==> config.mk <==
export PLATFORM = sky130hd
export DESIGN_NAME = myla_drain_flat
export DESIGN_NICKNAME = d
export VERILOG_FILES = /design/src/rtl/myla_drain_if.sv /design/src/rtl/myla_drain.sv /design/src/flat_wrapper.sv
export SDC_FILE = /design/constraint.sdc
export NUM_CORES = 1
export LEC_CHECK = 0
export CORE_MARGIN = 5
export CORE_UTILIZATION = 35
export DETAILED_ROUTE_END_ITERATION = 12
export GPL_TIMING_DRIVEN = 0
export MAX_ROUTING_LAYER = met4
export PLACE_DENSITY = 0.65
export SLEW_MARGIN = 20
export SYNTH_ARGS = -nofsm -noshare
export SYNTH_HDL_FRONTEND = slang
export SYNTH_SLANG_ARGS = --single-unit
==> constraint.sdc <==
create_clock -name CLK_I -period 2.9 [get_ports CLK_I]
set_input_delay 0.58 -clock CLK_I [delete_from_list [all_inputs] [get_ports CLK_I]]
set_output_delay 0.58 -clock CLK_I [all_outputs]
set_load 0.02 [all_outputs]
==> src/rtl/myla_drain_if.sv <==
// Wishbone classic bus between the myla_drain initiator and the analyzer's register port.
// The master modport is the initiator side; the slave modport is the responder side.
interface myla_drain_if #(
  parameter int unsigned DBITS = 16
);
  logic             cyc;
  logic             stb;
  logic             we;
  logic             adr;
  logic [DBITS-1:0] dat;
  logic             ack;

  modport master (
    output cyc,
    output stb,
    output we,
    output adr,
    input  dat,
    input  ack
  );

  modport slave (
    input  cyc,
    input  stb,
    input  we,
    input  adr,
    output dat,
    output ack
  );
endinterface

==> src/rtl/myla_drain.sv <==
// Wishbone initiator that drains the logic-analyzer capture queue onto a valid/ready stream.
// Optional bus timeout with sticky ERR_O is enabled by defining MYLA_DRAIN_TIMEOUT_EN.
module myla_drain #(
  parameter int unsigned DBITS    = 16,
  parameter int unsigned CBITS    = 16,
  parameter int unsigned POLL_DLY = 15,
  parameter logic        STAT_ADR = 1'b0,
  parameter logic        DATA_ADR = 1'b1,
  parameter int unsigned TIMEOUT  = 255
) (
  input  logic             CLK_I,
  input  logic             RES_I,
  input  logic             EN_I,
  myla_drain_if.master     bus,
  output logic [DBITS-1:0] SMP_O,
  output logic             SMP_VALID_O,
  input  logic             SMP_READY_I,
  output logic             OVF_O,
  output logic [CBITS-1:0] CNT_O,
  output logic             ERR_O
);

  // Status bits need DAT_I[1:0]; a zero timeout would abort every access.
  if (DBITS < 2 || CBITS == 0 || TIMEOUT == 0) begin : g_param_err
    $error("myla_drain: DBITS must be >= 2, CBITS and TIMEOUT must be non-zero");
  end

  localparam int unsigned PW = (POLL_DLY < 2) ? 1 : $clog2(POLL_DLY + 1);

  typedef enum logic [2:0] {
    StIdle,
    StStat,
    StWait,
    StRead,
    StPop,
    StOut
  } state_e;

  state_e           state_q, state_d;
  logic [PW-1:0]    poll_q, poll_d;
  logic [DBITS-1:0] smp_q, smp_d;
  logic [CBITS-1:0] cnt_q, cnt_d;
  logic             ovf_q, ovf_d;
  logic             cyc_q, cyc_d;
  logic             we_q, we_d;
  logic             adr_q, adr_d;
  logic             valid_q, valid_d;
  logic             bus_st;

`ifdef MYLA_DRAIN_TIMEOUT_EN
  localparam int unsigned TW = (TIMEOUT < 2) ? 1 : $clog2(TIMEOUT + 1);

  logic [TW-1:0] to_q, to_d;
  logic          err_q, err_d;
`endif

  assign bus_st = (state_q == StStat) || (state_q == StRead) || (state_q == StPop);

  always_comb begin
    state_d = state_q;
    poll_d  = poll_q;
    smp_d   = smp_q;
    cnt_d   = cnt_q;
    ovf_d   = ovf_q;

    unique case (state_q)
      StIdle: begin
        if (EN_I) state_d = StStat;
      end
      StStat: begin
        if (bus.ack) begin
          if (bus.dat[1]) ovf_d = 1'b1;
          if (!EN_I) begin
            state_d = StIdle;
          end else if (bus.dat[0]) begin
            state_d = StWait;
            poll_d  = PW'(POLL_DLY);
          end else begin
            state_d = StRead;
          end
        end
      end
      StWait: begin
        // Back-off lasts POLL_DLY cycles, never fewer than one.
        if (poll_q <= PW'(1)) begin
          state_d = EN_I ? StStat : StIdle;
          poll_d  = '0;
        end else begin
          poll_d = poll_q - PW'(1);
        end
      end
      StRead: begin
        if (bus.ack) begin
          smp_d   = bus.dat;
          state_d = StPop;
        end
      end
      StPop: begin
        if (bus.ack) state_d = StOut;
      end
      StOut: begin
        if (SMP_READY_I) begin
          cnt_d   = cnt_q + CBITS'(1);
          state_d = EN_I ? StStat : StIdle;
        end
      end
      default: state_d = StIdle;
    endcase

`ifdef MYLA_DRAIN_TIMEOUT_EN
    err_d = err_q;
    to_d  = to_q;
    if (bus_st && !bus.ack) begin
      if (to_q == TW'(TIMEOUT)) begin
        state_d = StIdle;
        err_d   = 1'b1;
      end else begin
        to_d = to_q + TW'(1);
      end
    end
    if (state_d != state_q) to_d = '0;
`endif

    // Bus qualifiers follow the next state so they are valid for the whole access.
    cyc_d   = (state_d == StStat) || (state_d == StRead) || (state_d == StPop);
    we_d    = (state_d == StPop);
    adr_d   = ((state_d == StRead) || (state_d == StPop)) ? DATA_ADR : STAT_ADR;
    valid_d = (state_d == StOut);
  end

  always_ff @(posedge CLK_I or posedge RES_I) begin
    if (RES_I) begin
      state_q <= StIdle;
      poll_q  <= '0;
      smp_q   <= '0;
      cnt_q   <= '0;
      ovf_q   <= 1'b0;
      cyc_q   <= 1'b0;
      we_q    <= 1'b0;
      adr_q   <= 1'b0;
      valid_q <= 1'b0;
    end else begin
      state_q <= state_d;
      poll_q  <= poll_d;
      smp_q   <= smp_d;
      cnt_q   <= cnt_d;
      ovf_q   <= ovf_d;
      cyc_q   <= cyc_d;
      we_q    <= we_d;
      adr_q   <= adr_d;
      valid_q <= valid_d;
    end
  end

`ifdef MYLA_DRAIN_TIMEOUT_EN
  always_ff @(posedge CLK_I or posedge RES_I) begin
    if (RES_I) begin
      to_q  <= '0;
      err_q <= 1'b0;
    end else begin
      to_q  <= to_d;
      err_q <= err_d;
    end
  end

  assign ERR_O = err_q;
`else
  assign ERR_O = 1'b0;
`endif

  // The responder's ack is registered, so masking the strobe with it gives one ack per request.
  assign bus.cyc = cyc_q;
  assign bus.stb = cyc_q & ~bus.ack;
  assign bus.we  = we_q;
  assign bus.adr = adr_q;

  assign SMP_O       = smp_q;
  assign SMP_VALID_O = valid_q;
  assign OVF_O       = ovf_q;
  assign CNT_O       = cnt_q;

endmodule

==> src/flat_wrapper.sv <==
// flat-port wrapper written by rule: the top's interface ports become plain ports
module myla_drain_flat 
#(
  parameter int unsigned DBITS    = 16,
  parameter int unsigned CBITS    = 16,
  parameter int unsigned POLL_DLY = 15,
  parameter logic        STAT_ADR = 1'b0,
  parameter logic        DATA_ADR = 1'b1,
  parameter int unsigned TIMEOUT  = 255
)
  (CLK_I, RES_I, EN_I, SMP_O, SMP_VALID_O, SMP_READY_I, OVF_O, CNT_O, ERR_O, bus_cyc, bus_stb, bus_we, bus_adr, bus_dat, bus_ack);
  myla_drain_if #(.DBITS(DBITS)) bus_i ();
  input  logic CLK_I;
  input  logic RES_I;
  input  logic EN_I;
  output logic [DBITS-1:0] SMP_O;
  output logic SMP_VALID_O;
  input  logic SMP_READY_I;
  output logic OVF_O;
  output logic [CBITS-1:0] CNT_O;
  output logic ERR_O;
  output wire logic [$bits(bus_i.cyc)-1:0] bus_cyc;
  output wire logic [$bits(bus_i.stb)-1:0] bus_stb;
  output wire logic [$bits(bus_i.we)-1:0] bus_we;
  output wire logic [$bits(bus_i.adr)-1:0] bus_adr;
  input wire logic [$bits(bus_i.dat)-1:0] bus_dat;
  input wire logic [$bits(bus_i.ack)-1:0] bus_ack;
  assign bus_cyc = bus_i.cyc;
  assign bus_stb = bus_i.stb;
  assign bus_we = bus_i.we;
  assign bus_adr = bus_i.adr;
  assign bus_i.dat = bus_dat;
  assign bus_i.ack = bus_ack;
  myla_drain #(.DBITS(DBITS), .CBITS(CBITS), .POLL_DLY(POLL_DLY), .STAT_ADR(STAT_ADR), .DATA_ADR(DATA_ADR), .TIMEOUT(TIMEOUT)) u_core (.CLK_I(CLK_I), .RES_I(RES_I), .EN_I(EN_I), .bus(bus_i), .SMP_O(SMP_O), .SMP_VALID_O(SMP_VALID_O), .SMP_READY_I(SMP_READY_I), .OVF_O(OVF_O), .CNT_O(CNT_O), .ERR_O(ERR_O));
endmodule
==> results.json <==
{
  "grt_max_degree": 27,
  "p_leak_nw": 1.17,
  "cp.arrival_ns": 1.85,
  "r2r-start": "u_core.poll_q[0]$_DFFE_PP0P_",
  "track_usage_pct": 11.3,
  "holdPathEnd": "u_core.OVF_O$_DFFE_PP0P_",
  "num_antenna_cells": 0,
  "core_area_sq_mm": 0.00517,
  "cts-root-buf": "clkbuf_8",
  "wl_um": 3670,
  "fmax_mhz": 411,
  "finClkSkew_ns": 0.0129,
  "dieArea_sq_mm": 0.00697,
  "crit_slowest_cell": "clkdlybuf4s50_1",
  "layout.cells.non_filler": 291,
  "post-route-min-period_ns": 2.43,
  "layout-drive-gt1-share_pct": 14.5,
  "setup_viol": 0,
  "ys_seq_area_share_pct": 58.2,
  "finalNetCount": 244,
  "clock_path_buffers": 2,
  "fin_total_pwr_mw": 2.29,
  "pwr-share-clk_pct": 16.4,
  "crit_path_max_fanout": 6,
  "area_growth_syn_to_layout_pct": 41.0,
  "grt_overflow": 0,
  "setup_slack_ns": 0.467,
  "final_cell_mix": "clkdlybuf4s50_1, dfrtp_1, mux2_2",
  "postCtsHoldBufs": 0,
  "cp.buffers_inverters": 2,
  "rrSetupSlack_ns": 0.87,
  "syn_area_per_cell_sq_um": 12.3,
  "status": "completed",
  "die_w_um": 83.5,
  "initial_utilization_pct": 36.6,
  "cts_tree": "done",
  "cp_slowest_stage_delay_ns": 0.62,
  "worstPathCellList": "clkdlybuf4s50_1, nor2b_1, clkdlybuf4s50_1",
  "worst-setup-path-type": "primary input to output port",
  "worst_r2r_path_depth": 7,
  "syn_area_sq_mm": 0.00189,
  "cts_buffers": 5,
  "p_sw_mw": 0.800,
  "cpMostUsedCell": "clkdlybuf4s50_1",
  "synth_seq_cells": 44,
  "hold_violations": 0,
  "dpl_worst_slack_ns": 0.368,
  "ir_worst_vdd_mv": 0.482,
  "fin_tns_setup_ns": 0,
  "synth_edf_count": 0,
  "post-cts-setup-buffers": 0,
  "synth_nets": 178,
  "timing.hold.ws_ns": 0.473,
  "dp_hpwl_um": 2800,
  "worst_setup_path_start_kind": "primary input",
  "drt_iter0_drc": 31,
  "layout_commonest_cell": "clkdlybuf4s50_1",
  "synthCells": 154,
  "drt-pass1-iter-count": 4,
  "drc_errors": 0,
  "dpl.cell_count": 283,
  "combPwrFrac_pct": 42.9,
  "reg2reg_to": "u_core.bus.adr$_DFF_PP0_",
  "synth_warnings": 0,
  "wl_per_cell_um": 12.6,
  "fin_crit_sh_pct": 83.9,
  "crit_required_ns": 2.32,
  "p_seq_share_pct": 40.7,
  "drtAntennaViolNets": 0,
  "endpoint_kind": "output port",
  "synth_cell_types": 32,
  "ys.flop_type": "dfrtp_1",
  "cts_sinks": 44,
  "die_height_um": 83.5,
  "rsz0062_at_grt": "false",
  "p_int_mw": 1.49,
  "grt_pass1_vias": 1412,
  "num-fill-cells": 469,
  "vias": 1353,
  "boundaryPins": 60,
  "fp-row-count": 26,
  "tightest_slew_ns": 0.507,
  "portBuffers": 58,
  "async_flop_share_pct": 100,
  "htree_num_levels": 2,
  "clk_pin_slew_worst_paths_ns": 0.08,
  "vias_per_cell": 4.65,
  "powerDensity_mw_per_mm2": 859,
  "p_sw_share_pct": 34.9,
  "timing.slew.headroom_pct": 66.2,
  "ctsResizeCount": 0,
  "slew_viol_final": 0,
  "grt_pass1_wl_um": 6310,
  "clk_latency_ns": 0.30,
  "maxCapViolCount": 0,
  "cp_top_family": "buffers and inverters",
  "place_congestion": 0.799,
  "hold_start": "u_core.OVF_O$_DFFE_PP0P_",
  "hp-class": "register to register",
  "antenna_found_initial": 0,
  "whs_path_depth": 1
}
[worst max-delay path by stage]
stage / slack (ns) / depth (start not counted) / to / startpoint
2_1_floorplan: 1.0 / 5 / u_core.bus.adr$_DFF_PP0_ / SMP_READY_I
3_3_place_gp: 0.33 / 2 / u_core.SMP_O[7]$_DFFE_PP0P_ / RES_I
3_5_place_dp: 0.37 / 4 / u_core.SMP_O[6]$_DFFE_PP0P_ / bus_ack
4_1_cts: 0.45 / 3 / bus_stb / bus_ack
5_1_grt: 0.39 / 3 / bus_stb / bus_ack
6_report: 0.47 / 3 / bus_stb / bus_ack
[routing by layer]
layer	vias to the layer above	GRT usage, %	routed length (um)
li1	661	-	-
met5	-	-	0
met4	0	3.51	46
met1	637	13.6	1710
met2	50	17.6	1600
met3	5	4.54	310
[cell usage after synthesis, drive strengths merged, types with 2 or more instances]
cell | count | area [sq um]
a211o | 2 | 17.5
a21oi | 3 | 15.0
a22o | 2 | 17.5
and4 | 2 | 17.5
buf | 3 | 26.3
dfrtp | 44 | 1100
ha | 3 | 37.5
inv | 5 | 18.8
mux2 | 18 | 206
nand2 | 14 | 52.6
nand2b | 2 | 12.5
nand3 | 5 | 25.0
nand4 | 4 | 25.0
nor2 | 8 | 30.0
nor2b | 3 | 18.8
nor3 | 4 | 20.0
o21a | 2 | 15.0
o21ai | 4 | 20.0
xnor2 | 11 | 96.3
xor2 | 5 | 43.8
[power groups by stage]
stage | clock network [mW] | logic [mW] | registers [mW]
6_report | 0.375 | 0.982 | 0.933
5_1_grt | 0.416 | 1.07 | 0.964
2_1_floorplan | 0 | 0.381 | 1.12
3_5_place_dp | 0 | 0.995 | 0.946
3_3_place_gp | 0 | 0.984 | 0.938
4_1_cts | 0.390 | 0.998 | 0.935
[logic make-up after synthesis]
family                     Yosys count  synth area share, %
and+or+nand+nor                     46                 12.3
DFF                                 44                 58.2
muxes                               18                 10.9
AOI/OAI and AO/OA                   17                 6.35
xor gates and xnor gates            16                 7.41
buffers and inverters                9                 2.58
adders and majority gates            3                 1.99
other                                1                0.198
[through the flow]
stage               instance area (sq um)  utilization, %
global placement                     2560            49.5
global route                         2670            51.5
detailed placement                   2580            49.9
floorplan                            1890               -
CTS                                  2670            51.5
finish                               2670            51.5
[layout make-up]
type                       instances  area, sq um  area share, %
clock inverter                     3         18.8          0.704
inverter                           5         18.8          0.704
multi-input combinational        101          741           27.8
tap                               70         87.6           3.28
buffer                             4         30.0           1.13
timing repair buffer              59          601           22.5
clock buffer                       5         68.8           2.58
sequential                        44         1100           41.3
[state kept, by name (all words and copies together), names as in the netlist]
register            cells
u_core.state_q          3
u_core.bus.we           1
u_core.bus.adr          1
u_core.CNT_O           16
u_core.bus.cyc          1
u_core.SMP_VALID_O      1
u_core.OVF_O            1
u_core.poll_q           4
u_core.SMP_O           16
Power figures use the tool's default switching activity.
